### src/rtl/synth_voice_pkg.sv
// Shared defaults, FSM encoding and event-kind encoding for the voice allocator.
package synth_voice_pkg;

  localparam int unsigned NUM_VOICES_DEF = 8;
  localparam int unsigned NOTE_WIDTH_DEF = 7;
  localparam int unsigned VEL_WIDTH_DEF  = 7;

  typedef enum logic [1:0] {
    ST_IDLE   = 2'd0,
    ST_SEARCH = 2'd1,
    ST_RETRIG = 2'd2,
    ST_COMMIT = 2'd3
  } va_state_e;

  typedef enum logic [1:0] {
    KIND_OFF    = 2'd0,
    KIND_FREE   = 2'd1,
    KIND_RETRIG = 2'd2,
    KIND_STEAL  = 2'd3
  } va_kind_e;

  // Index width for a voice count, never below one bit.
  function automatic int unsigned idx_width(input int unsigned n);
    return (n > 1) ? $clog2(n) : 1;
  endfunction

endpackage

### src/rtl/voice_age_tracker.sv
// Age ranking of voices: rank 0 is newest, NUM_VOICES-1 is oldest.
// A touch makes the target newest and ages every voice that was younger than it.
module voice_age_tracker
  import synth_voice_pkg::*;
#(
  parameter int unsigned NUM_VOICES = NUM_VOICES_DEF,
  localparam int unsigned IDX_W = idx_width(NUM_VOICES)
) (
  input  logic             clk,
  input  logic             rst_n,
  input  logic             touch_i,
  input  logic [IDX_W-1:0] touch_idx_i,
  output logic [IDX_W-1:0] oldest_o
);

  logic [IDX_W-1:0] rank_q [NUM_VOICES];
  logic [IDX_W-1:0] rank_d [NUM_VOICES];
  logic [IDX_W-1:0] old_rank;
  logic [IDX_W-1:0] oldest_q;
  logic [IDX_W-1:0] oldest_d;

  always_comb begin
    old_rank = '0;
    for (int unsigned v = 0; v < NUM_VOICES; v++) begin
      if (IDX_W'(v) == touch_idx_i) old_rank = rank_q[v];
    end
  end

  always_comb begin
    rank_d = rank_q;
    if (touch_i) begin
      for (int unsigned v = 0; v < NUM_VOICES; v++) begin
        if (IDX_W'(v) == touch_idx_i) begin
          rank_d[v] = '0;
        end else if (rank_q[v] < old_rank) begin
          rank_d[v] = rank_q[v] + 1'b1;
        end
      end
    end
  end

  // Oldest index is registered alongside the ranks it is derived from.
  always_comb begin
    oldest_d = '0;
    for (int unsigned v = 0; v < NUM_VOICES; v++) begin
      if (rank_d[v] == IDX_W'(NUM_VOICES - 1)) oldest_d = IDX_W'(v);
    end
  end

  always_ff @(posedge clk or negedge rst_n) begin
    if (!rst_n) begin
      for (int unsigned v = 0; v < NUM_VOICES; v++) begin
        rank_q[v] <= IDX_W'(NUM_VOICES - 1 - v);
      end
      oldest_q <= '0;
    end else begin
      rank_q   <= rank_d;
      oldest_q <= oldest_d;
    end
  end

  assign oldest_o = oldest_q;

endmodule

### src/rtl/voice_allocator.sv
// Polyphonic voice allocator: maps note-on/off events onto voice slots with
// retrigger, lowest-free and oldest-steal policies, plus a panic clear.
module voice_allocator
  import synth_voice_pkg::*;
#(
  parameter int unsigned NUM_VOICES = NUM_VOICES_DEF,
  parameter int unsigned NOTE_WIDTH = NOTE_WIDTH_DEF,
  parameter int unsigned VEL_WIDTH  = VEL_WIDTH_DEF
) (
  input  logic                             clk,
  input  logic                             rst_n,
  input  logic                             ev_valid,
  output logic                             ev_ready,
  input  logic                             ev_on,
  input  logic [NOTE_WIDTH-1:0]            ev_note,
  input  logic [VEL_WIDTH-1:0]             ev_velocity,
  input  logic                             all_notes_off,
  output logic [NUM_VOICES-1:0]            note_on,
  output logic [NUM_VOICES*NOTE_WIDTH-1:0] voice_note,
  output logic [NUM_VOICES*VEL_WIDTH-1:0]  voice_velocity,
  output logic                             steal_pulse
);

  localparam int unsigned IDX_W = idx_width(NUM_VOICES);

  va_state_e                       state_q, state_d;
  va_kind_e                        kind_q, kind_d;
  logic [IDX_W-1:0]                tgt_q, tgt_d;
  logic                            is_on_q, is_on_d;
  logic [NOTE_WIDTH-1:0]           ev_note_q, ev_note_d;
  logic [VEL_WIDTH-1:0]            ev_vel_q, ev_vel_d;
  logic [NUM_VOICES-1:0]           note_on_q, note_on_d;
  logic [NUM_VOICES*NOTE_WIDTH-1:0] voice_note_q, voice_note_d;
  logic [NUM_VOICES*VEL_WIDTH-1:0]  voice_vel_q, voice_vel_d;
  logic                            steal_q, steal_d;
  logic                            ready_q, ready_d;

  logic                            touch;
  logic [IDX_W-1:0]                oldest;
  logic                            retrig_hit, free_hit;
  logic [IDX_W-1:0]                retrig_idx, free_idx;

  voice_age_tracker #(
    .NUM_VOICES (NUM_VOICES)
  ) u_age (
    .clk         (clk),
    .rst_n       (rst_n),
    .touch_i     (touch),
    .touch_idx_i (tgt_q),
    .oldest_o    (oldest)
  );

  // Lowest-index gated voice holding the latched note, and lowest-index free voice.
  always_comb begin
    retrig_hit = 1'b0;
    retrig_idx = '0;
    free_hit   = 1'b0;
    free_idx   = '0;
    for (int v = NUM_VOICES - 1; v >= 0; v--) begin
      if (note_on_q[v] && (voice_note_q[v*NOTE_WIDTH +: NOTE_WIDTH] == ev_note_q)) begin
        retrig_hit = 1'b1;
        retrig_idx = IDX_W'(v);
      end
      if (!note_on_q[v]) begin
        free_hit = 1'b1;
        free_idx = IDX_W'(v);
      end
    end
  end

  always_comb begin
    state_d      = state_q;
    kind_d       = kind_q;
    tgt_d        = tgt_q;
    is_on_d      = is_on_q;
    ev_note_d    = ev_note_q;
    ev_vel_d     = ev_vel_q;
    note_on_d    = note_on_q;
    voice_note_d = voice_note_q;
    voice_vel_d  = voice_vel_q;
    steal_d      = 1'b0;
    touch        = 1'b0;

    unique case (state_q)
      ST_IDLE: begin
        if (ev_valid) begin
          is_on_d   = ev_on && (ev_velocity != '0);
          ev_note_d = ev_note;
          ev_vel_d  = ev_velocity;
          state_d   = ST_SEARCH;
        end
      end
      ST_SEARCH: begin
        if (!is_on_q) begin
          kind_d  = KIND_OFF;
          state_d = ST_COMMIT;
        end else if (retrig_hit) begin
          kind_d  = KIND_RETRIG;
          tgt_d   = retrig_idx;
          state_d = ST_RETRIG;
        end else if (free_hit) begin
          kind_d  = KIND_FREE;
          tgt_d   = free_idx;
          state_d = ST_COMMIT;
        end else begin
          kind_d  = KIND_STEAL;
          tgt_d   = oldest;
          state_d = ST_RETRIG;
        end
      end
      ST_RETRIG: begin
        // One-cycle gate gap so the envelope sees a fresh attack.
        for (int unsigned v = 0; v < NUM_VOICES; v++) begin
          if (IDX_W'(v) == tgt_q) note_on_d[v] = 1'b0;
        end
        state_d = ST_COMMIT;
      end
      ST_COMMIT: begin
        if (kind_q == KIND_OFF) begin
          for (int unsigned v = 0; v < NUM_VOICES; v++) begin
            if (note_on_q[v] && (voice_note_q[v*NOTE_WIDTH +: NOTE_WIDTH] == ev_note_q)) begin
              note_on_d[v] = 1'b0;
            end
          end
        end else begin
          for (int unsigned v = 0; v < NUM_VOICES; v++) begin
            if (IDX_W'(v) == tgt_q) begin
              note_on_d[v]                          = 1'b1;
              voice_note_d[v*NOTE_WIDTH +: NOTE_WIDTH] = ev_note_q;
              voice_vel_d[v*VEL_WIDTH +: VEL_WIDTH]    = ev_vel_q;
            end
          end
          touch   = 1'b1;
          steal_d = (kind_q == KIND_STEAL);
        end
        state_d = ST_IDLE;
      end
      default: state_d = ST_IDLE;
    endcase

    // Panic wins over any pending or arriving event; ranks stay put.
    if (all_notes_off) begin
      note_on_d    = '0;
      voice_note_d = voice_note_q;
      voice_vel_d  = voice_vel_q;
      steal_d      = 1'b0;
      touch        = 1'b0;
      state_d      = ST_IDLE;
    end

    ready_d = (state_d == ST_IDLE);
  end

  always_ff @(posedge clk or negedge rst_n) begin
    if (!rst_n) begin
      state_q      <= ST_IDLE;
      kind_q       <= KIND_OFF;
      tgt_q        <= '0;
      is_on_q      <= 1'b0;
      ev_note_q    <= '0;
      ev_vel_q     <= '0;
      note_on_q    <= '0;
      voice_note_q <= '0;
      voice_vel_q  <= '0;
      steal_q      <= 1'b0;
      ready_q      <= 1'b1;
    end else begin
      state_q      <= state_d;
      kind_q       <= kind_d;
      tgt_q        <= tgt_d;
      is_on_q      <= is_on_d;
      ev_note_q    <= ev_note_d;
      ev_vel_q     <= ev_vel_d;
      note_on_q    <= note_on_d;
      voice_note_q <= voice_note_d;
      voice_vel_q  <= voice_vel_d;
      steal_q      <= steal_d;
      ready_q      <= ready_d;
    end
  end

  assign ev_ready       = ready_q;
  assign note_on        = note_on_q;
  assign voice_note     = voice_note_q;
  assign voice_velocity = voice_vel_q;
  assign steal_pulse    = steal_q;

endmodule

### config.mk
export PLATFORM = sky130hd
export DESIGN_NAME = voice_allocator
export DESIGN_NICKNAME = d
export VERILOG_FILES = /design/src/rtl/synth_voice_pkg.sv /design/src/rtl/voice_age_tracker.sv /design/src/rtl/voice_allocator.sv
export SDC_FILE = /design/constraint.sdc
export NUM_CORES = 1
export LEC_CHECK = 0
export CORE_AREA = 2 2 115 139
export CTS_CLUSTER_SIZE = 20
export DETAILED_ROUTE_END_ITERATION = 10
export DIE_AREA = 0 0 117 141
export PLACE_DENSITY_LB_ADDON = 0.05
export SYNTH_ARGS = -nofsm -noshare
export SYNTH_HDL_FRONTEND = slang
export SYNTH_SLANG_ARGS = --single-unit
### constraint.sdc
create_clock -name clk -period 8.35 [get_ports clk]
set_input_delay 1.67 -clock clk [delete_from_list [all_inputs] [get_ports clk]]
set_output_delay 1.67 -clock clk [all_outputs]
set_load 0.05 [all_outputs]
==> results of run 1 <==
[synth_stat cells, types with 3 or more instances]
cell type	n	share of area, %
nor3b_1	4	0.35
nor2_1	49	2.1
o211a_1	3	0.35
a21oi_1	11	0.63
o31ai_2	4	0.58
a311oi_1	3	0.30
ha_1	21	3.0
mux2_2	127	16
xor2_1	5	0.50
xnor2_1	63	6.4
and2_1	3	0.22
buf_2	9	0.52
clkbuf_1	19	0.82
nor2b_1	6	0.43
dfrtp_1	158	46
dfstp_2	13	3.9
maj3_2	4	0.52
nor3_1	5	0.29
nand2b_1	3	0.22
o221ai_1	9	0.91
nand4_1	19	1.4
nand3_1	8	0.46
nand2_1	44	1.9
o31ai_1	5	0.43
inv_1	19	0.82
o211ai_1	3	0.26
o21ai_0	20	1.2
a211o_1	3	0.30
mux2i_1	7	0.81
buf_6	3	0.39
o311ai_1	4	0.40
a21o_1	9	0.78
and3_1	4	0.29
o22ai_1	3	0.22
[per-layer routing]
layer | vias to the layer above | wire length [µm] | share of wire [%] | GRT usage (%)
li1 | 2898 | - | - | -
met1 | 3243 | 9080 | 40 | 36.1
met2 | 225 | 11700 | 52 | 47.9
met3 | 46 | 1310 | 5.8 | 6.92
met4 | 0 | 562 | 2.5 | 10.2
met5 | - | 0 | 0 | 0
[kinds of logic (layout without fill, tap and decap cells)]
group | Yosys count | in the layout
muxes | 136 | 136
xor gates and xnor gates | 68 | 68
DFF | 171 | 171
AOI/OAI and AO/OA | 110 | 110
adders and majority gates | 27 | 27
buffers and inverters | 56 | 202
and+or+nand+nor | 160 | 160
[power groups by stage]
stage | sequential (W) | combinational, W | clock, W
4_1_cts | 0.00108 | 0.000451 | 0.000791
6_report | 0.00108 | 0.000448 | 0.000780
3_5_place_dp | 0.00110 | 0.000447 | 0
5_1_grt | 0.00110 | 0.000488 | 0.000827
3_3_place_gp | 0.00109 | 0.000437 | 0
2_1_floorplan | 0.00103 | 0.000362 | 0
[per-stage QoR]
stage	cells	instance area, µm²	utilization, %
CTS	1082	10800	70.7
global placement	1050	10200	66.8
finish	1082	10800	70.7
global route	1082	10800	70.7
detailed placement	1050	10200	66.8
floorplan	728	8680	-
[critical path, cell delays in order, from the launching register on]
cell	delay (ns)
dfrtp_1	0.83
mux4_2	0.40
nand2_1	0.07
o21ai_0	0.08
a21oi_1	0.69
ha_1	0.38
o211a_1	0.12
a311oi_1	0.31
and2_1	0.29
mux2_1	0.34
a32oi_1	0.33
o221ai_1	0.17
[final timing paths]
path                                                startpoint                              to  slack [ns]
worst max-delay path                      tgt_q[1]$_DFFE_PN0P_     u_age.oldest_o[1]$_DFF_PN0_        4.19
worst min-delay path            voice_velocity[49]$_DFFE_PN0P_  voice_velocity[49]$_DFFE_PN0P_        0.51
worst max register to register            tgt_q[1]$_DFFE_PN0P_     u_age.oldest_o[1]$_DFF_PN0_        4.19
worst min register to register  voice_velocity[49]$_DFFE_PN0P_  voice_velocity[49]$_DFFE_PN0P_        0.51
max in group asynchronous                                rst_n  voice_velocity[14]$_DFFE_PN0P_        5.50
min in group asynchronous                                rst_n       u_age.rank_q[5]$_DFF_PN0_        1.34
[final cells by class]
| class | instances | share of cell area [%] |
|---|---|---|
| clock buffer | 17 | 3.92 |
| clock inverter | 15 | 1.56 |
| inverter | 20 | 0.693 |
| multi-input combinational | 501 | 38.2 |
| sequential | 171 | 39.6 |
| tap | 208 | 2.40 |
| timing repair buffer | 150 | 13.6 |
[state kept, by name, indices dropped and copies added, names as in the netlist, 3 cells and up]
| signal | count |
|---|---|
| voice_velocity | 56 |
| note_on | 8 |
| ev_vel_q | 7 |
| u_age.rank_q | 24 |
| ev_note_q | 7 |
| u_age.oldest_o | 3 |
| tgt_q | 3 |
| voice_note | 56 |
==> reports/qor.csv, run 1 <==
metric,value,unit
CP Launch Type,register,
H-tree depth,4,
DP Worst Slack,3.90,ns
Synth Area in Compound Gates,10.1,%
CTS buffer count,17,
post-synthesis mux area share,17.7,%
First DRT Iteration DRCs,328,
Clock Root Buffer,clkbuf_16,
global-route wire length before repair,35.7,mm
drt wl/cell,21.0,µm
Adder-Cell Fraction of Synth Area,3.78,%
post-layout net count,901,
Die Ht,141,µm
Post-synth ARST share,100,%
Initial DRT Pass Iterations,5,
PD cells,213,nW/µm²
post-synth cell types,76,
Longest Clk Path Bufs,2,
IO Pins,141,
Leak,4.76,nW
CTS tree,yes,
Die Width,117,µm
Sw Share,34.4,%
Final Power,0.00231,W
min Tclk post-route,4.16,ns
"commonest cells after routing, fill and taps aside","158 x dfrtp_1, 139 x clkdlybuf4s50_1, 127 x mux2_2, 63 x xnor2_1, 49 x nor2_1",
status,"complete, no violations",
Syn Area/Cell,11.9,µm²
CTS resizes,0,
Final setup viols,0,
Slew @ Worst Pin,0.963,ns
Synth Instances,728,
core area,15300,µm²
Synth Flop Type,dfrtp_1,
fillers,1096,
"FF+latch count, synth",171,
largest net degree at the start of global routing,98,
share of the yosys chip area belonging to registers,49.5,%
syn_nets,768,
initial antenna violation count,0,
RSZ-0062 raised after global routing,false,
Comb pwr share,19.4,%
Internal,0.00152,W
worst skew pair latency,0.43,ns
# rows,50,
GRT Resource Usage Total,28.7,%
Via density,5.93,
gr ovfl total,0,
Post-DP HPWL,16.1,mm
Synth Area in Simple Gates,9.16,%
"CTS clk-pin slew, worst paths",0.07,ns
# DRC,0,
cts hold-fix bufs,0,
P&R area growth vs syn,24.9,%
crit end category,register,
vias in the first global route,6477,
CP Data Arrival Time,4.43,ns
critical path class,reg2reg,
Critical Path RT,8.62,ns
Routed Wire Length,22.7,mm
via count,6412,
XOR/XNOR share of the synthesized area,6.86,%
"commonest non-fill, non-tap cell in the layout",dfrtp_1,
die area,16500,µm²
worst clock skew,0.00998,ns
initial cell density of the core,56.6,%
fraction of layout cells with a size suffix above 1,23.6,%
area occupied by multi-input gates,4140,µm²
Rel. slew slack,35.4,%
fin crit share,49.8,%
CTS sink count,171,
max capacitance violation total,0,
critical path peak fanout,23,
P_sw,0.000795,W
main combinational cell family by area after synthesis,multiplexers,
"antenna viol nets, final",0,
Max Fclk,0.240,GHz
ant diodes,0,
Post-synth EDFFs,0,
number of port buffers,140,
Worst Hold Class,reg2reg,
Worst Reg2Reg Path Length in Cells,11,
register area,4300,µm²
Post-CTS Setup Bufs,0,
part of the power in registers,46.9,%
Slew Limit Fails,0,
"Warnings, synthesis",0,
Post-Syn Area,8680,µm²
Peak VDD IR,0.000196,V
final worst slack,4.19,ns
clock share of power,33.7,%
hold depth,1,
final hold slack,0.509,ns
placer's final routability congestion estimate,0.916,
setup TNS,0,ns
"Hold Violations, Final",0,
Note: power is estimated with default switching activity, not from simulation.
==> run 2: changes to the inputs <==
CORE_AREA = 2 2 119 144   (was 2 2 115 139)
DIE_AREA = 0 0 121 146   (was 0 0 117 141)
clock period = 4.09 ns   (was 8.35 ns; I/O delays follow)
==> run 2 against run 1 <==
Against the previous run:
- die area up 7.1%
- core utilization down 3.0 points
- global-route usage down 2.1 points
- cell count is 1.3% higher
- register-to-register slack got worse by 3.5 ns
- final area is 0.93% higher
- clock skew decreased by 0.0020 ns
- via count down 2.3%
- clock power increased by 110%
- sequential share of layout area decreased by 0.37 points
- combinational power is 110% higher
==> reports/qor.csv, run 2 (synthesized netlist as in run 1, its figures left out) <==
metric,value,unit,change
gr ovfl total,0,,unchanged
Routed Wire Length,22.8,mm,+0.75%
Critical Path RT,4.35,ns,-4.27 ns
initial antenna violation count,0,,unchanged
min Tclk post-route,3.41,ns,-0.755 ns
Clock Root Buffer,clkbuf_16,,
"antenna viol nets, final",0,,unchanged
cts hold-fix bufs,0,,unchanged
placer's final routability congestion estimate,0.911,,-0.60%
Leak,4.80,nW,+1.0%
P&R area growth vs syn,26.1,%,
critical path peak fanout,8,,-65%
crit end category,register,,
GRT Resource Usage Total,26.6,%,-2.1 points
Post-DP HPWL,16.1,mm,+0.33%
"Hold Violations, Final",0,,unchanged
Peak VDD IR,0.000477,V,+140%
largest net degree at the start of global routing,113,,+15%
core area,16100,µm²,+5.3%
die area,17700,µm²,+7.1%
Rel. slew slack,29.1,%,-6.3 points
Post-CTS Setup Bufs,0,,unchanged
Worst R2R End,u_age.oldest_o[1]$_DFF_PN0_,,
DP Worst Slack,0.667,ns,-3.23 ns
Max Fclk,0.294,GHz,+22%
critical path class,reg2reg,,
setup TNS,0,ns,unchanged
Worst Hold Class,in2async,,
via count,6264,,-2.3%
"commonest non-fill, non-tap cell in the layout",dfrtp_1,,
post-layout net count,911,,+1.1%
Setup crit start,tgt_q[0]$_DFFE_PN0P_,,
post-layout util,67.8,%,-3.0 points
worst clock skew,0.00803,ns,-0.00195 ns
Via density,5.72,,-3.6%
global-route wire length before repair,36.1,mm,+1.2%
initial cell density of the core,53.8,%,-2.9 points
# rows,51,,+2.0%
Longest Clk Path Bufs,2,,unchanged
CP Data Arrival Time,3.67,ns,-0.76 ns
number of port buffers,140,,unchanged
final worst slack,0.685,ns,-3.51 ns
Slew @ Worst Pin,1.06,ns,+0.101 ns
CP Launch Type,register,,
max capacitance violation total,0,,unchanged
vias in the first global route,6624,,+2.3%
"CTS clk-pin slew, worst paths",0.07,ns,about the same
Final setup viols,0,,unchanged
Die Width,121,µm,+3.4%
H-tree depth,4,,unchanged
IO Pins,141,,unchanged
status,"complete, no violations",,
"commonest cells after routing, fill and taps aside","158 x dfrtp_1, 139 x clkdlybuf4s50_1, 127 x mux2_2, 63 x xnor2_1, 47 x nor2_1",,
# DRC,0,,unchanged
Worst Reg2Reg Path Length in Cells,12,,+1
ant diodes,0,,unchanged
CTS buffer count,17,,unchanged
fillers,1255,,+15%
fraction of layout cells with a size suffix above 1,24.4,%,+0.86 points
PD cells,437,nW/µm²,+100%
RSZ-0062 raised after global routing,false,,
CTS sink count,171,,unchanged
Final Power,0.00478,W,+110%
worst skew pair latency,0.43,ns,about the same
Initial DRT Pass Iterations,4,,-1
reg2reg start,tgt_q[0]$_DFFE_PN0P_,,
Slew Limit Fails,0,,unchanged
Die Ht,146,µm,+3.5%
fin crit share,83.3,%,+33 points
drt wl/cell,20.8,µm,-0.54%
Reg2Reg Setup Slack,0.68,ns,-3.51 ns
CTS resizes,0,,unchanged
First DRT Iteration DRCs,312,,-4.9%
CTS tree,yes,,
-- run 2: cell types whose count changed in the layout (fill, tap and decap cells not counted), sizes merged --
cell and change:
inv -3, buf +10, clkinv -3, clkbuf +2
clkinvlp +2, bufinv +2
-- run 2: worst max path at each step --
stage | cells after the start | end
finish | 12 | u_age.oldest_o[1]$_DFF_PN0_
global route | 12 | u_age.oldest_o[1]$_DFF_PN0_
CTS | 12 | u_age.oldest_o[1]$_DFF_PN0_
detailed placement | 10 | u_age.oldest_o[0]$_DFF_PN0_
global placement | 10 | u_age.oldest_o[1]$_DFF_PN0_
floorplan | 14 | u_age.oldest_o[1]$_DFF_PN0_
-- run 2: cell type report --
type | instances | area [µm²] | area share, %
Sequential cell | 171 | 4300 | 39.3
Multi-Input combinational cell | 501 | 4140 | 37.8
Timing Repair Buffer | 160 | 1570 | 14.3
Clock buffer | 19 | 443 | 4.05
Tap cell | 212 | 265 | 2.42
Clock inverter | 13 | 159 | 1.45
Inverter | 20 | 75.1 | 0.686
-- run 2: metal layers --
layer  global-route usage, %  up-vias  routed length (µm)
met5                       0        -                   0
met4                    9.19        0                 500
met3                    7.68       32                1240
met2                    45.3      135               11700
met1                    31.9     3192                9390
li1                        -     2905                   -
-- run 2: through the flow --
| stage | instances | hold slack [ns] | instance area, µm² |
|---|---|---|---|
| after floorplan | 728 | 0.465 | 8680 |
| after global placement | 1064 | 0.490 | 10300 |
| after detailed placement | 1064 | 0.495 | 10300 |
| after CTS | 1096 | 0.511 | 10900 |
| after global routing | 1096 | 0.527 | 10900 |
| final | 1096 | 0.499 | 10900 |
-- run 2: critical path: stages (launching register included) --
cell and delay, ns:
dfrtp_1 0.46, buf_4 0.22, mux4_2 0.50, nand2_1 0.07, o21ai_0 0.08, a21oi_1 0.18, ha_1 0.28, o211a_1 0.12
a311oi_1 0.28, and2_1 0.28, mux2_1 0.34, a32oi_1 0.27, o221ai_1 0.17
-- run 2: report_power, final --
| part | leakage, nW | total [W] | switching [W] | internal, W |
|---|---|---|---|---|
| clock | 0.285 | 0.00165 | 0.000718 | 0.000932 |
| combinational | 2.23 | 0.000935 | 0.000474 | 0.000461 |
| sequential | 2.29 | 0.00220 | 0.000373 | 0.00182 |
| total | 4.80 | 0.00478 | 0.00156 | 0.00322 |
==> run 3: changes to the inputs <==
CORE_AREA = 2 2 125 151   (was 2 2 119 144)
DIE_AREA = 0 0 127 153   (was 0 0 121 146)
clock period = 2.97 ns   (was 4.09 ns; I/O delays follow)
==> run 3 against run 2 <==
Against the previous run:
- count of clock-buffer cells in the layout decreased by 2
- non-clock buffer count increased by 41
- final area increased by 5.2%
- register-to-register slack got worse by 0.64 ns
- via count increased by 3.2%
- global-route usage decreased by 0.78 points
- critical endpoint is now u_age.oldest_o[2]$_DFF_PN0_
- sequential cell count unchanged
- sequential power increased by 32%
- cell count increased by 4.8%
- total power increased by 44%
- critical path depth decreased by 1
==> reports/qor.csv, run 3 (synthesized netlist as in run 1, its figures left out) <==
metric,value,unit,change
# rows,54,,+5.9%
Slew Limit Fails,0,,unchanged
GRT Resource Usage Total,25.8,%,-0.78 points
reg2reg start,tgt_q[0]$_DFFE_PN0P_,,
die area,19400,µm²,+10%
Final setup viols,0,,unchanged
Longest Clk Path Bufs,2,,unchanged
Leak,5.08,nW,+5.8%
Max Fclk,0.342,GHz,+16%
core area,18000,µm²,+11%
crit end category,register,,
final worst slack,0.0472,ns,-0.638 ns
min Tclk post-route,2.92,ns,-0.482 ns
initial cell density of the core,48.3,%,-5.5 points
Clock Root Buffer,clkbuf_16,,
H-tree depth,4,,unchanged
First DRT Iteration DRCs,401,,+29%
fraction of layout cells with a size suffix above 1,29.3,%,+4.9 points
Slew @ Worst Pin,0.782,ns,-0.283 ns
DP Worst Slack,-0.0151,ns,-0.682 ns
setup TNS,0,ns,unchanged
critical path class,reg2reg,,
number of port buffers,140,,unchanged
critical path peak fanout,3,,-5
final hold slack,0.149,ns,-0.351 ns
Critical Path RT,3.24,ns,-1.11 ns
fillers,1449,,+15%
worst skew pair latency,0.44,ns,about the same
fin crit share,98.4,%,+15 points
status,"complete, no violations",,
"antenna viol nets, final",0,,unchanged
initial antenna violation count,0,,unchanged
via count,6467,,+3.2%
"Hold Violations, Final",0,,unchanged
global-route wire length before repair,38.4,mm,+6.4%
CTS buffer count,17,,unchanged
Post-DP HPWL,18.1,mm,+12%
cts hold-fix bufs,0,,unchanged
CTS sink count,171,,unchanged
drt wl/cell,21.3,µm,+2.2%
IO Pins,141,,unchanged
largest net degree at the start of global routing,75,,-34%
Via density,5.63,,-1.5%
"commonest cells after routing, fill and taps aside","155 x dfrtp_1, 139 x clkdlybuf4s50_1, 127 x mux2_2, 63 x xnor2_1, 50 x buf_4",,
max capacitance violation total,0,,unchanged
Peak VDD IR,0.000459,V,-3.8%
worst clock skew,0.0111,ns,+0.00303 ns
post-layout net count,952,,+4.5%
CP Data Arrival Time,3.19,ns,-0.48 ns
P&R area growth vs syn,32.6,%,
Setup crit start,tgt_q[0]$_DFFE_PN0P_,,
Die Width,127,µm,+5.0%
CP Launch Type,register,,
Die Ht,153,µm,+4.8%
Routed Wire Length,24.5,mm,+7.2%
Worst Hold Class,in2async,,
RSZ-0062 raised after global routing,true,,
Initial DRT Pass Iterations,4,,unchanged
CTS tree,yes,,
Worst Reg2Reg Path Length in Cells,11,,-1
Rel. slew slack,47.8,%,+19 points
vias in the first global route,6949,,+4.9%
"CTS clk-pin slew, worst paths",0.07,ns,about the same
ant diodes,0,,unchanged
placer's final routability congestion estimate,0.923,,+1.4%
PD cells,600,nW/µm²,+37%
# DRC,0,,unchanged
"commonest non-fill, non-tap cell in the layout",dfrtp_1,,
gr ovfl total,0,,unchanged
## run 3: cell count changes in the layout (fill, tap and decap cells not counted), moves of 3 or more
cell / previous run / this run
inv_8: 1 / 4
dfrtp_1: 158 / 155
dfrtp_2: 0 / 3
clkinv_8: 1 / 6
buf_4: 19 / 50
buf_12: 1 / 9
## run 3: area by class of cell
cell class | count | area (µm²) | area share (%)
clock buffer | 17 | 425 | 3.70
clock inverter | 15 | 228 | 1.98
inverter | 20 | 75.1 | 0.652
multi-input combinational | 501 | 4220 | 36.7
sequential | 171 | 4300 | 37.3
tap | 224 | 280 | 2.43
timing repair buffer | 201 | 1980 | 17.2
## run 3: final timing paths
check / endpoint / slack [ns]
setup / recovery: u_age.oldest_o[2]$_DFF_PN0_ / 0.05
hold / removal: u_age.rank_q[12]$_DFF_PN0_ / 0.15
setup reg to reg: u_age.oldest_o[2]$_DFF_PN0_ / 0.05
hold reg to reg: voice_velocity[39]$_DFFE_PN0P_ / 0.51
max in group asynchronous: ev_note_q[6]$_DFFE_PN0P_ / 2.04
min in group clk: voice_velocity[39]$_DFFE_PN0P_ / 0.51
## run 3: where the power goes
group | internal [W] | switching [W]
logic | 0.000773 | 0.000830
clock network | 0.00131 | 0.00109
registers | 0.00252 | 0.000393
## run 3: through the flow
stage                     cell area [µm²]  utilization (%)  cells  power [W]
final                               11500             64.0   1149    0.00691
after global routing                11500             64.0   1149    0.00723
after CTS                           11400             63.7   1149    0.00697
after detailed placement            10800             59.9   1116    0.00454
after global placement              10800             59.9   1116    0.00451
after floorplan                      8700                -    728    0.00391
## run 3: critical path, stage by stage, from the launching register on
cell,delay (ns)
dfrtp_2,0.42
mux4_2,0.52
nand2_1,0.07
o21ai_1,0.07
a21oi_2,0.15
ha_1,0.28
o211a_1,0.13
a311oi_2,0.23
and2_4,0.20
mux2_4,0.31
a32oi_4,0.23
o2111ai_2,0.16
## run 3: routing by layer
| layer | share of wire (%) | vias up | global-route usage, % | wire, µm |
|---|---|---|---|---|
| met2 | 51 | 184 | 44.3 | 12400 |
| li1 | - | 2997 | - | - |
| met5 | 0 | - | 0 | 0 |
| met4 | 3.7 | 0 | 10.9 | 901 |
| met1 | 41 | 3227 | 30.8 | 9960 |
| met3 | 4.8 | 59 | 6.34 | 1180 |
## run 3: what timing repair did
action	4_1_cts	5_1_grt
pin swaps	0	9
endpoints found under the hold margin	0	0
resized for setup	2	16
setup buffers	1	0
endpoints found under the setup margin	2	3
